$ cat config.mk
export PLATFORM = sky130hd
export DESIGN_NAME = fetch_sequencer
export DESIGN_NICKNAME = d
export VERILOG_FILES = /design/src/rtl/fetch_pkg.sv /design/src/rtl/fetch_fifo.sv /design/src/rtl/fetch_sequencer.sv
export SDC_FILE = /design/constraint.sdc
export NUM_CORES = 1
export LEC_CHECK = 0
export ABC_AREA = 1
export CORE_ASPECT_RATIO = 2
export CORE_UTILIZATION = 28
export DETAILED_ROUTE_END_ITERATION = 10
export PLACE_DENSITY = 0.52
export SYNTH_ARGS = -nofsm -noshare
export SYNTH_HDL_FRONTEND = slang
export SYNTH_SLANG_ARGS = --single-unit
$ cat constraint.sdc
create_clock -name clk -period 3.5 [get_ports clk]
set_input_delay 0.7 -clock clk [delete_from_list [all_inputs] [get_ports clk]]
set_output_delay 0.7 -clock clk [all_outputs]
set_load 0.1 [all_outputs]
$ cat src/rtl/fetch_pkg.sv
// Shared types, constants and helpers for the fetch sequencer and its prefetch FIFO.
package fetch_pkg;

    typedef enum logic [1:0] {
        ST_IDLE   = 2'd0,
        ST_RUN    = 2'd1,
        ST_HALTED = 2'd2
    } fetch_state_e;

    localparam int PC_INC     = 4;
    localparam int DEF_PC_W   = 11;
    localparam int DEF_INST_W = 32;

    // Width of an occupancy counter that must represent 0..depth inclusive.
    function automatic int cnt_width(input int depth);
        return $clog2(depth + 1);
    endfunction

endpackage

$ cat src/rtl/fetch_fifo.sv
// Prefetch FIFO of {pc, inst} with occupancy count and synchronous flush.
// Head outputs come straight from storage registers.
module fetch_fifo
    import fetch_pkg::*;
#(
    parameter int DEPTH  = 4,
    parameter int PC_W   = DEF_PC_W,
    parameter int INST_W = DEF_INST_W,
    parameter int CNT_W  = cnt_width(DEPTH)
) (
    input  logic              clk,
    input  logic              rst_n,
    input  logic              flush,
    input  logic              push,
    input  logic [PC_W-1:0]   push_pc,
    input  logic [INST_W-1:0] push_inst,
    input  logic              pop,
    output logic              head_valid,
    output logic [PC_W-1:0]   head_pc,
    output logic [INST_W-1:0] head_inst,
    output logic [CNT_W-1:0]  count
);

    localparam int PTR_W = (DEPTH > 1) ? $clog2(DEPTH) : 1;

    logic [PC_W-1:0]   pc_mem_q   [DEPTH];
    logic [PC_W-1:0]   pc_mem_d   [DEPTH];
    logic [INST_W-1:0] inst_mem_q [DEPTH];
    logic [INST_W-1:0] inst_mem_d [DEPTH];
    logic [PTR_W-1:0]  wr_ptr_q, wr_ptr_d;
    logic [PTR_W-1:0]  rd_ptr_q, rd_ptr_d;
    logic [CNT_W-1:0]  count_q, count_d;
    logic              do_push;
    logic              do_pop;

    function automatic logic [PTR_W-1:0] ptr_inc(input logic [PTR_W-1:0] p);
        return (p == PTR_W'(DEPTH - 1)) ? {PTR_W{1'b0}} : p + PTR_W'(1);
    endfunction

    // Pointer, count and storage update; flush discards everything including a same-cycle push.
    always_comb begin
        pc_mem_d   = pc_mem_q;
        inst_mem_d = inst_mem_q;
        wr_ptr_d   = wr_ptr_q;
        rd_ptr_d   = rd_ptr_q;
        count_d    = count_q;
        do_pop     = pop && (count_q != {CNT_W{1'b0}});
        do_push    = push && ((count_q != CNT_W'(DEPTH)) || do_pop);
        if (flush) begin
            wr_ptr_d = {PTR_W{1'b0}};
            rd_ptr_d = {PTR_W{1'b0}};
            count_d  = {CNT_W{1'b0}};
        end else begin
            if (do_push) begin
                pc_mem_d[wr_ptr_q]   = push_pc;
                inst_mem_d[wr_ptr_q] = push_inst;
                wr_ptr_d             = ptr_inc(wr_ptr_q);
            end else begin
                wr_ptr_d = wr_ptr_q;
            end
            if (do_pop) begin
                rd_ptr_d = ptr_inc(rd_ptr_q);
            end else begin
                rd_ptr_d = rd_ptr_q;
            end
            count_d = count_q + CNT_W'(do_push) - CNT_W'(do_pop);
        end
    end

    // Storage and pointer registers.
    always_ff @(posedge clk) begin
        if (!rst_n) begin
            for (int i = 0; i < DEPTH; i++) begin
                pc_mem_q[i]   <= {PC_W{1'b0}};
                inst_mem_q[i] <= {INST_W{1'b0}};
            end
            wr_ptr_q <= {PTR_W{1'b0}};
            rd_ptr_q <= {PTR_W{1'b0}};
            count_q  <= {CNT_W{1'b0}};
        end else begin
            pc_mem_q   <= pc_mem_d;
            inst_mem_q <= inst_mem_d;
            wr_ptr_q   <= wr_ptr_d;
            rd_ptr_q   <= rd_ptr_d;
            count_q    <= count_d;
        end
    end

    assign head_valid = (count_q != {CNT_W{1'b0}});
    assign head_pc    = pc_mem_q[rd_ptr_q];
    assign head_inst  = inst_mem_q[rd_ptr_q];
    assign count      = count_q;

endmodule

$ cat src/rtl/fetch_sequencer.sv
// Fetch-stage controller: owns the PC, issues one fetch per cycle, drops redirect-stale
// responses and feeds decode through a prefetch FIFO. FETCH_PERF_CNT_EN adds perf counters.
module fetch_sequencer
    import fetch_pkg::*;
#(
    parameter int              PC_W       = DEF_PC_W,
    parameter int              INST_W     = DEF_INST_W,
    parameter logic [PC_W-1:0] RESET_PC   = {PC_W{1'b0}},
    parameter int              FIFO_DEPTH = 4
) (
    input  logic              clk,
    input  logic              rst_n,
    input  logic              start,
    input  logic              halt,
    input  logic              redirect_valid,
    input  logic [PC_W-1:0]   redirect_pc,
    output logic              imem_en,
    output logic [PC_W-1:0]   imem_addr,
    input  logic [INST_W-1:0] imem_data,
    output logic              out_valid,
    input  logic              out_ready,
    output logic [INST_W-1:0] out_inst,
    output logic [PC_W-1:0]   out_pc,
    output logic              busy
`ifdef FETCH_PERF_CNT_EN
    ,
    output logic [31:0]       perf_fetched,
    output logic [31:0]       perf_stall
`endif
);

    localparam int CNT_W = cnt_width(FIFO_DEPTH);
    localparam int OCC_W = CNT_W + 2;

    fetch_state_e      state_q, state_d;
    logic [PC_W-1:0]   fetch_pc_q, fetch_pc_d;
    logic              epoch_q, epoch_d;
    logic              imem_en_q, imem_en_d;
    logic [PC_W-1:0]   imem_addr_q, imem_addr_d;
    logic              s1_epoch_q, s1_epoch_d;
    logic              s2_valid_q, s2_valid_d;
    logic              s2_epoch_q, s2_epoch_d;
    logic [PC_W-1:0]   s2_pc_q, s2_pc_d;
    logic              issue;
    logic              pop;
    logic              push;
    logic [OCC_W-1:0]  occ;
    logic [CNT_W-1:0]  fifo_count;
    logic              fifo_valid;

    assign pop  = fifo_valid && out_ready;
    assign push = s2_valid_q && (s2_epoch_q == epoch_q) && !redirect_valid;

    // Stage 1 of the in-flight pipe is the registered request itself (imem_en_q/imem_addr_q).
    always_comb begin
        state_d = state_q;
        case (state_q)
            ST_IDLE, ST_HALTED: begin
                if (start && !halt) begin
                    state_d = ST_RUN;
                end else begin
                    state_d = state_q;
                end
            end
            ST_RUN: begin
                if (halt) begin
                    state_d = ST_HALTED;
                end else begin
                    state_d = ST_RUN;
                end
            end
            default: state_d = ST_IDLE;
        endcase

        occ   = OCC_W'(fifo_count) + OCC_W'(imem_en_q) + OCC_W'(s2_valid_q) - OCC_W'(pop);
        issue = (state_d == ST_RUN) && !redirect_valid && (occ < OCC_W'(FIFO_DEPTH));

        fetch_pc_d  = fetch_pc_q;
        imem_addr_d = imem_addr_q;
        s1_epoch_d  = s1_epoch_q;
        if (redirect_valid) begin
            fetch_pc_d = redirect_pc & ~(PC_W'(3));
        end else if (issue) begin
            fetch_pc_d = fetch_pc_q + PC_W'(PC_INC);
        end else begin
            fetch_pc_d = fetch_pc_q;
        end
        if (issue) begin
            imem_addr_d = fetch_pc_q;
            s1_epoch_d  = epoch_q;
        end else begin
            imem_addr_d = imem_addr_q;
            s1_epoch_d  = s1_epoch_q;
        end

        imem_en_d  = issue;
        epoch_d    = epoch_q ^ redirect_valid;
        s2_valid_d = imem_en_q;
        s2_epoch_d = s1_epoch_q;
        s2_pc_d    = imem_addr_q;
    end

    // Control state, PC and in-flight pipe registers.
    always_ff @(posedge clk) begin
        if (!rst_n) begin
            state_q     <= ST_IDLE;
            fetch_pc_q  <= RESET_PC;
            epoch_q     <= 1'b0;
            imem_en_q   <= 1'b0;
            imem_addr_q <= RESET_PC;
            s1_epoch_q  <= 1'b0;
            s2_valid_q  <= 1'b0;
            s2_epoch_q  <= 1'b0;
            s2_pc_q     <= {PC_W{1'b0}};
        end else begin
            state_q     <= state_d;
            fetch_pc_q  <= fetch_pc_d;
            epoch_q     <= epoch_d;
            imem_en_q   <= imem_en_d;
            imem_addr_q <= imem_addr_d;
            s1_epoch_q  <= s1_epoch_d;
            s2_valid_q  <= s2_valid_d;
            s2_epoch_q  <= s2_epoch_d;
            s2_pc_q     <= s2_pc_d;
        end
    end

    fetch_fifo #(
        .DEPTH  (FIFO_DEPTH),
        .PC_W   (PC_W),
        .INST_W (INST_W),
        .CNT_W  (CNT_W)
    ) u_fifo (
        .clk        (clk),
        .rst_n      (rst_n),
        .flush      (redirect_valid),
        .push       (push),
        .push_pc    (s2_pc_q),
        .push_inst  (imem_data),
        .pop        (pop),
        .head_valid (fifo_valid),
        .head_pc    (out_pc),
        .head_inst  (out_inst),
        .count      (fifo_count)
    );

    assign imem_en   = imem_en_q;
    assign imem_addr = imem_addr_q;
    assign out_valid = fifo_valid;
    assign busy      = (state_q == ST_RUN) || imem_en_q || s2_valid_q ||
                       (fifo_count != {CNT_W{1'b0}});

`ifdef FETCH_PERF_CNT_EN
    logic [31:0] perf_fetched_q, perf_fetched_d;
    logic [31:0] perf_stall_q, perf_stall_d;

    // Saturating handshake and stall counters.
    always_comb begin
        perf_fetched_d = perf_fetched_q;
        perf_stall_d   = perf_stall_q;
        if (pop && (perf_fetched_q != 32'hFFFF_FFFF)) begin
            perf_fetched_d = perf_fetched_q + 32'd1;
        end else begin
            perf_fetched_d = perf_fetched_q;
        end
        if (fifo_valid && !out_ready && (perf_stall_q != 32'hFFFF_FFFF)) begin
            perf_stall_d = perf_stall_q + 32'd1;
        end else begin
            perf_stall_d = perf_stall_q;
        end
    end

    // Perf counter registers.
    always_ff @(posedge clk) begin
        if (!rst_n) begin
            perf_fetched_q <= 32'd0;
            perf_stall_q   <= 32'd0;
        end else begin
            perf_fetched_q <= perf_fetched_d;
            perf_stall_q   <= perf_stall_d;
        end
    end

    assign perf_fetched = perf_fetched_q;
    assign perf_stall   = perf_stall_q;
`else
`endif

endmodule

==> flow_summary.toml, run 1 <==
[outcome]
outcome = "finished, final reports clean"

[pwr]
seqPwrFrac = 0.479
combPwrFrac = 0.088
power_leakage_nw = 4.392
swShare = 0.2560
clockPowerShare = 0.433
vdd_drop_max_mv = 0.2693
p_int_w = 0.003712
power_switching_w = 0.001277
cellPowerDensity_nw_per_um2 = 449.1

[logic_synthesis]
synthTopCellsByCount = "nor2_1, o21ai_0, dfxtp_1"
synth-seq-cells = 205
synth_cell_type_count = 36
synth_top_cell_area_share = 0.4540
netlist_area_sq_um = 9039
synthArstFlopShare = 0
synth_top_area_cell = "dfxtp_1"
synth_edf_count = 0
yosys-top-cells-area = "dfxtp_1, nor2_1, o21ai_0"
seq_area_frac_synth = 0.4540
yosysWarnings = 0
ys.flop_type = "dfxtp_1"
syn_inst = 1214
yosysMostFrequentCell = "nor2_1"
syn_area_per_cell_sq_um = 7.445

[floorplan]
die_y_um = 256.1
die_x_um = 129.0
ioPinCount = 106
rows = 92
die-area_sq_um = 33050
start_util = 0.2855
coreArea_sq_um = 31660

[layout]
diodes = 0
utilization = 0.3509
stdcell_count = 1705
layout.nets = 1330
seq_area_sq_um = 4105
drive_gt1_frac = 0.08970
multiInputGateArea_sq_um = 4053
num-fill-cells = 3356
syn_to_final_growth_pct = 22.91

[cts]
cts_max_level = 1
cts_hold_buf = 0
postCtsSetupBuffers = 0
clock_path_buffers = 3
cts_tree = "done"
cts-resized-gates = 0
numCtsBuffers = 21
cts.sinks = 205
cts-root-buf = "clkbuf_16"
clkTransAtPathRegs_ns = 0.07
clk_latency_ns = 0.51

[setup_path]
crit_arrival_ns = 2.36
cp-endpoint = "out_pc[8]"
start_kind = "register"
critPathMaxFanout = 42
path_class = "register to output pin"
startpoint = "u_fifo.rd_ptr_q[1]"
cp_data_required_time_ns = 2.80
r2r-start = "u_fifo.count[1]"
endpoint_kind = "output pin"
r2r_setup_slack_ns = 0.90
r2r_cells = 16
timing.rr.end = "imem_addr[8]"

[grt]
grt_pass1_vias = 7805
grt_antenna_before_repair = 0
gr-total-overflow = 0
grt_pass1_wl_um = 42540
grt_usage = 0.1666
grt_max_degree = 176

[route]
drt_pass1_iterations = 5
postRouteAntennaNets = 0
wire_per_inst_um = 15.85
routed_wl_um = 27020
drtIter0Drc = 451
via_per_inst = 4.724
route.detailed.drc = 0
num_vias = 8055

[placed_design]
placed_cells = 1667
place_congestion = 0.8047
place_hpwl_um = 15940
portBuffers = 99

[timing]
final_hold_viol_count = 0
max_slew_margin = 0.3480
tightestPinTransition_ns = 0.9749
fin_tns_setup_ns = 0
max_freq_mhz = 327.0
rsz0062_at_grt = "false"
setup_viol = 0
fin_crit_sh = 0.8737
fin_skew_ns = 0.01013
maxSlewViolCount = 0
period_minus_slack_ns = 3.058

[job]
maxCapViolCount = 0

[hold_path]
hold_path.class = "register to register"
[stage by stage]
step	setup slack (ns)	area, sq um	power (W)	hold WS, ns
2_1_floorplan	0.3112	9050	0.002714	0.4045
3_3_place_gp	0.4566	10460	0.002880	0.4265
3_5_place_dp	0.3885	10460	0.002882	0.4326
4_1_cts	0.4432	11110	0.005057	0.4456
5_1_grt	0.3437	11110	0.005174	0.4667
6_report	0.4421	11110	0.004989	0.4405
[how the worst min path moves through the flow]
| stage | slack (ns) | end | cells past startpoint | startpoint |
|---|---|---|---|---|
| floorplan | 0.40 | s2_epoch_q | 2 | s1_epoch_q |
| global placement | 0.43 | s2_epoch_q | 2 | s1_epoch_q |
| detailed placement | 0.43 | s2_epoch_q | 2 | s1_epoch_q |
| CTS | 0.45 | s2_epoch_q | 2 | s1_epoch_q |
| global route | 0.47 | s2_epoch_q | 2 | s1_epoch_q |
| finish | 0.44 | s2_epoch_q | 2 | s1_epoch_q |
[cell usage in the layout (no fill, tap or decap), types with 2 or more instances in the layout]
| master | count |
|---|---|
| a21oi_1 | 24 |
| buf_12 | 46 |
| buf_4 | 15 |
| clkbuf_1 | 7 |
| clkbuf_16 | 21 |
| clkbuf_8 | 4 |
| clkdlybuf4s50_1 | 53 |
| clkinv_2 | 3 |
| conb_1 | 4 |
| dfxtp_1 | 204 |
| ha_1 | 13 |
| inv_1 | 40 |
| inv_2 | 3 |
| inv_6 | 2 |
| inv_8 | 4 |
| nand2_1 | 61 |
| nand2_8 | 3 |
| nand3_1 | 18 |
| nand4_1 | 3 |
| nor2_1 | 433 |
| nor2_2 | 4 |
| nor2_4 | 2 |
| nor3_1 | 2 |
| o21ai_0 | 213 |
| o21ai_1 | 44 |
| o22ai_1 | 41 |
| xnor2_1 | 2 |
[flip-flops by register name, indices dropped and copies added (netlist names)]
name / count
u_fifo.inst_mem_q: 128
u_fifo.pc_mem_q: 36
u_fifo.rd_ptr_q: 2
u_fifo.count: 3
imem_en: 1
s2_valid_q: 1
imem_addr: 9
epoch_q: 1
u_fifo.wr_ptr_q: 2
s2_epoch_q: 1
fetch_pc_q: 9
state_q: 2
s1_epoch_q: 1
s2_pc_q: 9
[power by group through the flow]
stage	logic, W	registers (W)	clock network, W
after floorplan	0.000231	0.00248	0
after global placement	0.000439	0.00244	0
after detailed placement	0.000441	0.00244	0
after CTS	0.000443	0.00239	0.00223
after global routing	0.000472	0.00239	0.00231
final	0.000439	0.00239	0.00216
[cells by family after synthesis]
group,after synthesis,synth area share
flops,205,0.4540
buf+inv,135,0.09884
other cells,1,0.0004149
fa+ha+maj,14,0.02021
xor+xnor,4,0.004708
compound gates,325,0.1866
simple gates,530,0.2352
[layout make-up]
cell class / instances / share of cell area
flip-flops and latches: 205 / 0.3695
clock buffers: 32 / 0.05462
repair buffers: 114 / 0.1408
inverters: 48 / 0.01892
clock inverters: 6 / 0.003717
well taps: 423 / 0.04764
multi-input cells: 877 / 0.3648
[worst max-delay path, stage by stage (launching register included)]
cell and delay [ns]:
dfxtp_1 0.32, buf_4 0.46, o21ai_0 0.17, o22ai_1 0.63, buf_12 0.26
[metal layers]
layer	up-vias	wire, um	global-route usage
li1	4068	-	-
met1	3811	10570	0.1818
met2	141	14900	0.3221
met3	35	756	0.01421
met4	0	790	0.06340
met5	-	0	0
Note: power is estimated with default switching activity, not from simulation.
==> inputs of run 2 (changes only) <==
--- a/config.mk
+++ b/config.mk
@@ -13,3 +13,4 @@
 export SYNTH_ARGS = -nofsm -noshare
 export SYNTH_HDL_FRONTEND = slang
 export SYNTH_SLANG_ARGS = --single-unit
+export TNS_END_PERCENT = 10
==> results of run 2 <==
Final layout, timing and power as in run 1 (identical DEF).
